$ cat src/rtl/vga_scanout.sv
// Raster engine: scans the 160x120 framebuffer with 4x4 pixel replication and
// drives 640x480@60 VGA timing from the 50 MHz clock (25 MHz pixel rate).
module vga_scanout #(
  parameter int H_ACTIVE = 640,
  parameter int H_FP     = 16,
  parameter int H_SYNC   = 96,
  parameter int H_BP     = 48,
  parameter int V_ACTIVE = 480,
  parameter int V_FP     = 10,
  parameter int V_SYNC   = 2,
  parameter int V_BP     = 33,
  parameter int FB_W     = 160
) (
  input  logic        clock,
  input  logic        reset,
  output logic [14:0] fb_addr,
  output logic        fb_rd,
  input  logic [2:0]  fb_data,
  output logic [9:0]  VGA_R,
  output logic [9:0]  VGA_G,
  output logic [9:0]  VGA_B,
  output logic        VGA_HS,
  output logic        VGA_VS,
  output logic        VGA_BLANK_N,
  output logic        VGA_SYNC_N,
  output logic        VGA_CLK,
  output logic        frame_start
);

  localparam int H_TOTAL = H_ACTIVE + H_FP + H_SYNC + H_BP;
  localparam int V_TOTAL = V_ACTIVE + V_FP + V_SYNC + V_BP;
  localparam int HW      = $clog2(H_TOTAL);
  localparam int VW      = $clog2(V_TOTAL);

  localparam logic [HW-1:0] H_LAST = HW'(H_TOTAL - 1);
  localparam logic [HW-1:0] H_ACT  = HW'(H_ACTIVE);
  localparam logic [HW-1:0] HS_BEG = HW'(H_ACTIVE + H_FP);
  localparam logic [HW-1:0] HS_END = HW'(H_ACTIVE + H_FP + H_SYNC);
  localparam logic [VW-1:0] V_LAST = VW'(V_TOTAL - 1);
  localparam logic [VW-1:0] V_ACT  = VW'(V_ACTIVE);
  localparam logic [VW-1:0] VS_BEG = VW'(V_ACTIVE + V_FP);
  localparam logic [VW-1:0] VS_END = VW'(V_ACTIVE + V_FP + V_SYNC);
  localparam logic [14:0]   FB_MUL = 15'(FB_W);

  logic          ph;
  logic          pix_en;
  logic [HW-1:0] hc;
  logic [VW-1:0] vc;
  logic          h_act, v_act, hs_n, vs_n;
  logic [14:0]   px, py, addr_nxt;
  // vld_pipe[1]: stage-1 active (read issued), vld_pipe[2]: pin-stage active
  logic [2:1]    vld_pipe;
  logic          hs1, vs1;

  assign pix_en = ph;
  assign h_act  = hc < H_ACT;
  assign v_act  = vc < V_ACT;
  assign hs_n   = !(hc >= HS_BEG && hc < HS_END);
  assign vs_n   = !(vc >= VS_BEG && vc < VS_END);

  // Scale shift of 2 gives the 4x4 replication; constant multiply folds to shifts
  assign px       = 15'(hc >> 2);
  assign py       = 15'(vc >> 2);
  assign addr_nxt = py * FB_MUL + px;

  always_ff @(posedge clock) begin
    if (reset) begin
      ph          <= 1'b0;
      hc          <= '0;
      vc          <= '0;
      fb_addr     <= '0;
      vld_pipe    <= '0;
      hs1         <= 1'b1;
      vs1         <= 1'b1;
      VGA_HS      <= 1'b1;
      VGA_VS      <= 1'b1;
      VGA_R       <= '0;
      VGA_G       <= '0;
      VGA_B       <= '0;
      frame_start <= 1'b0;
    end else begin
      ph          <= ~ph;
      frame_start <= pix_en && (hc == '0) && (vc == '0);
      if (pix_en) begin
        if (hc == H_LAST) begin
          hc <= '0;
          vc <= (vc == V_LAST) ? '0 : vc + 1'b1;
        end else begin
          hc <= hc + 1'b1;
        end
        // stage 1: address and raw syncs; address holds through blanking
        if (h_act && v_act) fb_addr <= addr_nxt;
        vld_pipe[1] <= h_act && v_act;
        hs1         <= hs_n;
        vs1         <= vs_n;
        // stage 2: RAM data lands here, aligned with the delayed syncs
        vld_pipe[2] <= vld_pipe[1];
        VGA_HS      <= hs1;
        VGA_VS      <= vs1;
        VGA_R       <= {10{vld_pipe[1] & fb_data[2]}};
        VGA_G       <= {10{vld_pipe[1] & fb_data[1]}};
        VGA_B       <= {10{vld_pipe[1] & fb_data[0]}};
      end
    end
  end

  assign fb_rd       = vld_pipe[1];
  assign VGA_BLANK_N = vld_pipe[2];
  assign VGA_SYNC_N  = 1'b0;
  assign VGA_CLK     = ph;

endmodule
$ cat config.mk
export PLATFORM = sky130hd
export DESIGN_NAME = vga_scanout
export DESIGN_NICKNAME = d
export VERILOG_FILES = /design/src/rtl/vga_scanout.sv
export SDC_FILE = /design/constraint.sdc
export NUM_CORES = 1
export LEC_CHECK = 0
export ABC_AREA = 1
export BUFFER_PORTS_ARGS = -buffer_cell sky130_fd_sc_hd__buf_2
export CAP_MARGIN = 20
export CORE_MARGIN = 1.5
export CORE_UTILIZATION = 35
export CTS_CLUSTER_SIZE = 8
export DETAILED_ROUTE_END_ITERATION = 12
export SETUP_SLACK_MARGIN = 0.1
export SYNTH_ARGS = -nofsm -noshare
export SYNTH_HDL_FRONTEND = slang
export SYNTH_SLANG_ARGS = --single-unit
$ cat constraint.sdc
create_clock -name clock -period 2.9 [get_ports clock]
set_clock_uncertainty 0.05 [all_clocks]
set_input_delay 0.145 -clock clock [delete_from_list [all_inputs] [get_ports clock]]
set_output_delay 0.145 -clock clock [all_outputs]
set_load 0.1 [all_outputs]
# == After elaboration in Yosys (flattened, before gate mapping) ==
# Index checks and enable logic that the tools add are counted.
# totals
wordCells,42
output_inout_bits,52
reg_bits,46
inputBits,5
# classes
eq_ne,2
n_bitwise,4
n_mux,2
n_reduce_logical,11
add_sub_neg,3
order_cmp,6
n_mul,1
# op_table
operator,n
$add 10x1->10 const B,2
$eq 10x10->1 const B,2
$logic_not 10->1,2
$lt 10x10->1 const B,2
$lt 10x9->1 const B,2
$mux 10,2
$add 15x8->15,1
$ge 10x10->1 const B,1
$ge 10x9->1 const B,1
$mul 8x3->10 const B,1
$logic_and 1x1->1,5
$reduce_and 2->1,2
$and 1x1->1,3
$logic_not 1->1,2
$not 1->1,1

# == Logic depth before layout (Yosys ltp) ==
# Gate-level depths: netlist (run 1).
# logic_depth
ltp_word,3
ltp_mapped,16
mapped_depth_nobuf,15

# == Least setup slack after synthesis (run 1) ==
# No wires, ideal clock.
# synth_timing
path_type,reg-to-reg
from,register vc[5]
to,register fb_addr[13]
n_path_buf,0
path_stages_with_launch,13
arrival_ns,2.096
slack_ns,0.699
cell_sequence,dfxtp_1 -> ha_1 -> ha_1 -> fa_1 -> xor2_1 -> nand3_1 -> nor2_1 -> nand2_1 -> nor2_1 -> nor2_1 -> nand2_1 -> nand2_1 -> inv_1
# synth_via
elab_chain_cells,3
elab_cells_between_ends,5
# synth_lines
item,line_no,text
start: declaration,48,logic [VW-1:0] vc;
start signal: assignment,87,vc <= (vc == V_LAST) ? '0 : vc + 1'b1;
"parallel branches: the longest is 3 deep, another holds $add 15x8->15",--,
end signal: assignment,92,if (h_act && v_act) fb_addr <= addr_nxt;
end: declaration,16,"output logic [14:0] fb_addr,"
# Several ways; the timed one is not identified.
# A chain may end at the register's enable or synchronous reset.

# == Worst setup path after layout (run 1) ==
# layout_timing
from,register vc[5]
to,register fb_addr[14]
# The elaborated chain is that of the path after synthesis.

==> results.json, run 1 <==
{
  "p_leak_nw": 1.49,
  "setup.worst_path.start_class": "flip-flop",
  "cpPeakStageDelay_ps": 450,
  "cts_setup_buffers": 0,
  "cts_buffers": 5,
  "start_util_pct": 36.0,
  "status": "completed",
  "worstPathCellList": "ha_1 -> ha_1 -> fa_1 -> xor2_1 -> nand3_1 -> nor2_1 -> nand3_1 -> nand2_1 -> nand3_1 -> nand2_1 -> inv_1",
  "pin_count": 57,
  "port_buffers": 55,
  "ys_seq_elements": 46,
  "drtPass1Iterations": 4,
  "rsz0062_at_grt": "false",
  "fin_crit_sh_pct": 83.5,
  "cts_sinks": 46,
  "total_power_mw": 1.37,
  "p_per_area_mw_per_mm2": 449,
  "maxCapViolations": 0,
  "track_usage_pct": 14.3,
  "end_kind": "flip-flop",
  "grt_pass1_wl_um": 9980,
  "hp-start": "fb_data[0]",
  "ctsHtreeMaxLevel": 2,
  "route.vias.total": 2414,
  "routedWlPerCell_um": 11.4,
  "critPathKind": "reg2reg",
  "hold_class": "in2reg",
  "path_max_fanout": 7,
  "vias_per_cell": 4.69,
  "syn_nets": 407,
  "slew_headroom_pct": 64.4,
  "dieWidth_um": 92.2,
  "startpoint": "vc[5]$_SDFFE_PP0P_",
  "synth_cell_types": 35,
  "fin_nets": 438,
  "synth_area_mm2": 0.00278,
  "rows": 32,
  "drc": 0,
  "tritoncts": "yes",
  "antennaDiodeCount": 0,
  "hpwlAfterDp_um": 4560,
  "critPathArrivalTime_ps": 2590,
  "crit_required_ps": 3070,
  "hold_buffers": 0,
  "final_hold_viol_count": 0,
  "clk_pin_slew_worst_paths_ps": 100,
  "grt-ovfl-total": 0,
  "worst_path_most_repeated_cell": "nand3_1",
  "wl_um": 5860,
  "die_area_mm2": 0.00849,
  "post_cts_resized": 0,
  "cts_buffer_depth": 2,
  "syn-instance-count": 381,
  "fmax_ghz": 0.413,
  "synth.yosys.warnings": 0,
  "gp_congestion": 0.869,
  "fin_tns_setup_ps": 0,
  "path_buf_inv": 1,
  "clock-root-buffer": "clkbuf_8",
  "ys_seq_area_share_pct": 33.1,
  "syn_to_final_growth_pct": 9.80,
  "rr_startpoint": "vc[5]$_SDFFE_PP0P_",
  "drv_slew": 0,
  "period_minus_slack_ps": 2420,
  "clock_latency_ps": 310,
  "worst_pin_slew_ps": 533,
  "fill_cells": 831,
  "drtIter0Drc": 140,
  "die_h_um": 92.2,
  "setup_violations": 0,
  "multi_input_area_mm2": 0.00145,
  "grt_max_degree": 19,
  "grt_pass1_vias": 2182,
  "critical-path-top-delay-family": "adder cells",
  "drt.antenna.violating_nets": 0,
  "drive_above_1_share_pct": 19.4,
  "antenna_found_initial": 0,
  "syn_area_per_cell_um2": 7.30,
  "core_area_mm2": 0.00773,
  "peakVddDrop_v": 0.000234,
  "seq_area_um2": 921,
  "cpMaxStageDelayCell": "fa_1"
}
kinds of logic (layout without fill, tap and decap cells):
family	Yosys count	count (layout)	share of synthesized area (%)
AOI/OAI and AO/OA	49	49	10.4
other	1	1	0.135
adders and majority gates	21	21	9.98
xor gates and xnor gates	12	12	3.78
buffers and inverters	81	113	14.8
DFF	46	46	33.1
and+or+nand+nor	171	171	27.8
power by group:
group	internal (mW)	switching [mW]	total, mW
sequential	0.652	0.0135	0.666
combinational	0.0391	0.264	0.303
clock	0.170	0.233	0.404
layout make-up:
type / instances / area share, %
sequential: 46 / 30.1
tap: 102 / 4.18
timing repair buffer: 57 / 9.50
clock buffer: 5 / 2.25
clock inverter: 3 / 0.614
multi-input combinational: 254 / 47.4
inverter: 48 / 5.90
cells in the final DEF (no fill, tap or decap):
| cell | synthesis | layout |
|---|---|---|
| o21ai_2 | 1 | 1 |
| nand4_1 | 9 | 9 |
| o211ai_1 | 2 | 2 |
| dfxtp_1 | 46 | 46 |
| clkbuf_8 | 0 | 5 |
| o21a_1 | 2 | 2 |
| buf_2 | 2 | 55 |
| a22oi_1 | 1 | 1 |
| a31oi_1 | 2 | 2 |
| a21oi_1 | 15 | 15 |
| nor4_1 | 3 | 3 |
| inv_6 | 0 | 1 |
| buf_4 | 28 | 2 |
| nor3_4 | 1 | 1 |
| a22o_1 | 1 | 1 |
| nor3b_1 | 3 | 3 |
| o21ai_0 | 20 | 20 |
| nor2_1 | 45 | 45 |
| nand2_1 | 68 | 68 |
| inv_1 | 45 | 45 |
| nand2_2 | 2 | 2 |
| nand3b_1 | 2 | 2 |
| nor2_2 | 6 | 6 |
| fa_1 | 2 | 2 |
| nand3_1 | 23 | 23 |
| conb_1 | 1 | 1 |
| clkinv_2 | 0 | 2 |
| nor3_1 | 7 | 7 |
| ha_1 | 19 | 19 |
| o22a_1 | 1 | 1 |
| a32o_1 | 3 | 3 |
| xnor2_1 | 2 | 2 |
| a211oi_1 | 1 | 1 |
| xor2_1 | 10 | 10 |
| inv_2 | 3 | 3 |
| nor3_2 | 2 | 2 |
layer usage:
| metal | track usage (%) | wire (um) | vias to the layer above | share of wire [%] |
|---|---|---|---|---|
| met2 | 22.8 | 2610 | 42 | 44 |
| met3 | 2.57 | 220 | 5 | 3.8 |
| li1 | - | - | 1277 | - |
| met4 | 2.69 | 38 | 0 | 0.65 |
| met1 | 20.1 | 2990 | 1090 | 51 |
| met5 | 0 | 0 | - | 0 |
worst paths after layout:
| check | to | slack [ps] | cells past startpoint |
|---|---|---|---|
| setup / recovery | fb_addr[14]$_SDFFE_PP0P_ | 480 | 11 |
| hold / removal | VGA_B[0]$_SDFFE_PP0P_ | 50 | 2 |
| setup reg to reg | fb_addr[14]$_SDFFE_PP0P_ | 480 | 11 |
| hold reg to reg | VGA_HS$_SDFFE_PP1P_ | 420 | 2 |
sequential cells by signal, indices dropped and copies added, names as in the netlist, 2 cells and up:
signal / flops
fb_addr: 15
hc: 10
vc: 10
vld_pipe: 2
worst register-to-register path: stages, from the launching register on:
cell and delay [ps]:
dfxtp_1 440, ha_1 270, ha_1 230, fa_1 450, xor2_1 270, nand3_1 130
nor2_1 160, nand3_1 90, nand2_1 60, nand3_1 60, nand2_1 80, inv_1 30
through the flow:
step	instances	utilization [%]	instance area (um^2)	worst slack [ps]	hold WS [ps]
2_1_floorplan	381	-	2780	699	238
3_3_place_gp	507	38.4	2970	573	350
3_5_place_dp	507	38.4	2970	476	356
4_1_cts	515	39.5	3060	481	36.5
5_1_grt	515	39.5	3060	262	31.8
6_report	515	39.5	3060	477	46.5
synthesized netlist by cell type, drive strengths merged:
| library cell | n | area share [%] |
|---|---|---|
| xor2 | 10 | 3.1 |
| conb | 1 | 0.13 |
| nand3 | 23 | 4.1 |
| a211oi | 1 | 0.27 |
| nand3b | 2 | 0.54 |
| a31oi | 2 | 0.45 |
| o21a | 2 | 0.54 |
| fa | 2 | 1.4 |
| ha | 19 | 8.5 |
| nor4 | 3 | 0.67 |
| a21oi | 15 | 2.7 |
| a22o | 1 | 0.31 |
| dfxtp | 46 | 33 |
| nand2 | 70 | 9.6 |
| a32o | 3 | 1.1 |
| buf | 30 | 7.9 |
| clkbuf | 3 | 0.45 |
| o22a | 1 | 0.31 |
| xnor2 | 2 | 0.63 |
| nand4 | 9 | 2.0 |
| nor2 | 51 | 7.4 |
| a22oi | 1 | 0.27 |
| o21ai | 21 | 3.9 |
| o211ai | 2 | 0.54 |
| inv | 48 | 6.5 |
| nor3 | 10 | 2.6 |
| nor3b | 3 | 0.81 |
(Power assumes the default switching activity.)
==> run 2, diff against run 1 <==
clock period = 2.45 ns   (was 2.9 ns; I/O delays follow)
==> run 2 against run 1 <==
Sequential power grew 18%. Register-to-register slack worse by 250 ps. Clock-buffer cell count did not move. Highest routed layer unchanged.
==> results.json, run 2 (synthesis gave the netlist of run 1 again) <==
{
  "ctsHtreeMaxLevel": 2,
  "status": "completed",
  "worst_pin_slew_ps": 505,
  "grt_max_degree": 27,
  "largest_reg_flops": 15,
  "rows": 32,
  "drt.antenna.violating_nets": 0,
  "p_leak_nw": 1.52,
  "grt_pass1_vias": 2093,
  "path_max_fanout": 5,
  "dieWidth_um": 92.2,
  "core_area_mm2": 0.00773,
  "reg.largest.list": "fb_addr (15), hc (10), vc (10)",
  "grt_pass1_wl_um": 9920,
  "pin_count": 57,
  "grt.busiest_layer": "met2",
  "cts_sinks": 46,
  "gr-usage-met3_pct": 2.90,
  "setup.worst_path.start_class": "flip-flop",
  "p_per_area_mw_per_mm2": 543,
  "rsz0062_at_grt": "false",
  "drive_above_1_share_pct": 23.1,
  "critPathKind": "reg2reg",
  "hpwlAfterDp_um": 4530,
  "cpPeakStageDelay_ps": 590,
  "hold_class": "in2reg",
  "clock_latency_ps": 310,
  "syn_to_final_growth_pct": 15.2,
  "critPathArrivalTime_ps": 2430,
  "wl_um": 5920,
  "grtUsageMet2_pct": 23.1,
  "antennaDiodeCount": 0,
  "worstPathCellList": "ha_4 -> ha_4 -> fa_2 -> nand2_1 -> inv_2 -> nand2_1 -> nor2_2 -> nand2_1 -> nor2_1 -> nand3_1 -> nand3_1 -> nand2_1 -> inv_1",
  "top_register": "fb_addr",
  "postPlaceCellArea_mm2": 0.00301,
  "gp_congestion": 0.881,
  "tritoncts": "yes",
  "antenna_found_initial": 0,
  "drtPass1Iterations": 4,
  "final_hold_viol_count": 0,
  "route.vias.total": 2422,
  "drtIter0Drc": 145,
  "worst_path_most_repeated_cell": "nand2_1",
  "track_usage_pct": 14.4,
  "cts_buffer_depth": 2,
  "grt-ovfl-total": 0,
  "maxCapViolations": 0,
  "period_minus_slack_ps": 2220,
  "setup_violations": 0,
  "peakVddDrop_v": 0.000401,
  "final_common_cell": "nand2_1",
  "drc": 0,
  "fin_crit_sh_pct": 90.6,
  "use_met1_pct": 20.0,
  "cpMaxStageDelayCell": "fa_2",
  "routedWlPerCell_um": 11.3,
  "fin_tns_setup_ps": 0,
  "clock-root-buffer": "clkbuf_8",
  "cts_buffers": 5,
  "end_kind": "flip-flop",
  "final_cell_mix": "nand2_1 (68), buf_2 (55), inv_1 (44)",
  "slew_headroom_pct": 66.3,
  "fin_nets": 445,
  "fmax_ghz": 0.451,
  "clk_pin_slew_worst_paths_ps": 100,
  "port_buffers": 55,
  "crit_required_ps": 2660,
  "drv_slew": 0,
  "start_util_pct": 36.0,
  "design_area_mm2": 0.00321,
  "die_h_um": 92.2,
  "vias_per_cell": 4.64,
  "die_area_mm2": 0.00849
}
## run 2: path summary, 6_finish.rpt
check,startpoint,to,slack (ps),cells after the start
worst min register to register,hs1$_SDFFE_PP1P_,VGA_HS$_SDFFE_PP1P_,420,2
worst min-delay path,fb_data[0],VGA_B[0]$_SDFFE_PP0P_,10,2
worst max register to register,vc[3]$_SDFFE_PP0P_,fb_addr[14]$_SDFFE_PP0P_,230,13
worst max-delay path,vc[3]$_SDFFE_PP0P_,fb_addr[14]$_SDFFE_PP0P_,230,13
## run 2: worst max-delay path: cells and delay by family, from the launching register on
| kind | cells | cell delay (ps) |
|---|---|---|
| flip-flops | 1 | 370 |
| AND/OR/NAND/NOR | 8 | 640 |
| buffers and inverters | 2 | 110 |
| adder cells (fa/ha/maj) | 3 | 1000 |
## run 2: power breakdown
group	switching [mW]	internal (mW)	leakage, nW	total (mW)
logic	0.313	0.0497	1.09	0.363
registers	0.0157	0.770	0.377	0.786
clock network	0.283	0.311	0.0563	0.594
total	0.612	1.13	1.52	1.74
## run 2: layer usage
metal  vias up  wire length, um  share of wire, %
met4         0               51              0.86
met2        50             2680                45
li1       1290                -                 -
met1      1076             2970                50
met5         -                0                 0
met3         6              215               3.6
## run 2: cell type report
| type | instances | area (um^2) |
|---|---|---|
| clock buffers | 5 | 68.8 |
| clock inverters | 3 | 48.8 |
| fillers | 787 | 4520 |
| inverters | 48 | 180 |
| multi-input cells | 254 | 1500 |
| flip-flops and latches | 46 | 930 |
| well taps | 102 | 128 |
| repair buffers | 64 | 348 |
## run 2: repair_timing
| action | 4_1_cts | 5_1_grt |
|---|---|---|
| pin swaps | 1 | 3 |
| endpoints found under the setup margin | 2 | 5 |
| hold buffers | 0 | 2 |
| resized for setup | 0 | 16 |
| endpoints found under the hold margin | 0 | 2 |
| setup buffers | 0 | 0 |
## run 2: metrics by stage
stage / instances / utilization (%) / setup slack [ps] / power, mW / hold slack (ps)
floorplan: 381 / - / 249 / 1.13 / 216
global placement: 512 / 38.9 / 176 / 1.17 / 327
detailed placement: 512 / 38.9 / 106 / 1.17 / 329
CTS: 520 / 40.4 / 103 / 1.77 / 1.88
global route: 522 / 41.5 / 107 / 1.82 / 8.97
finish: 522 / 41.5 / 231 / 1.74 / 14.9
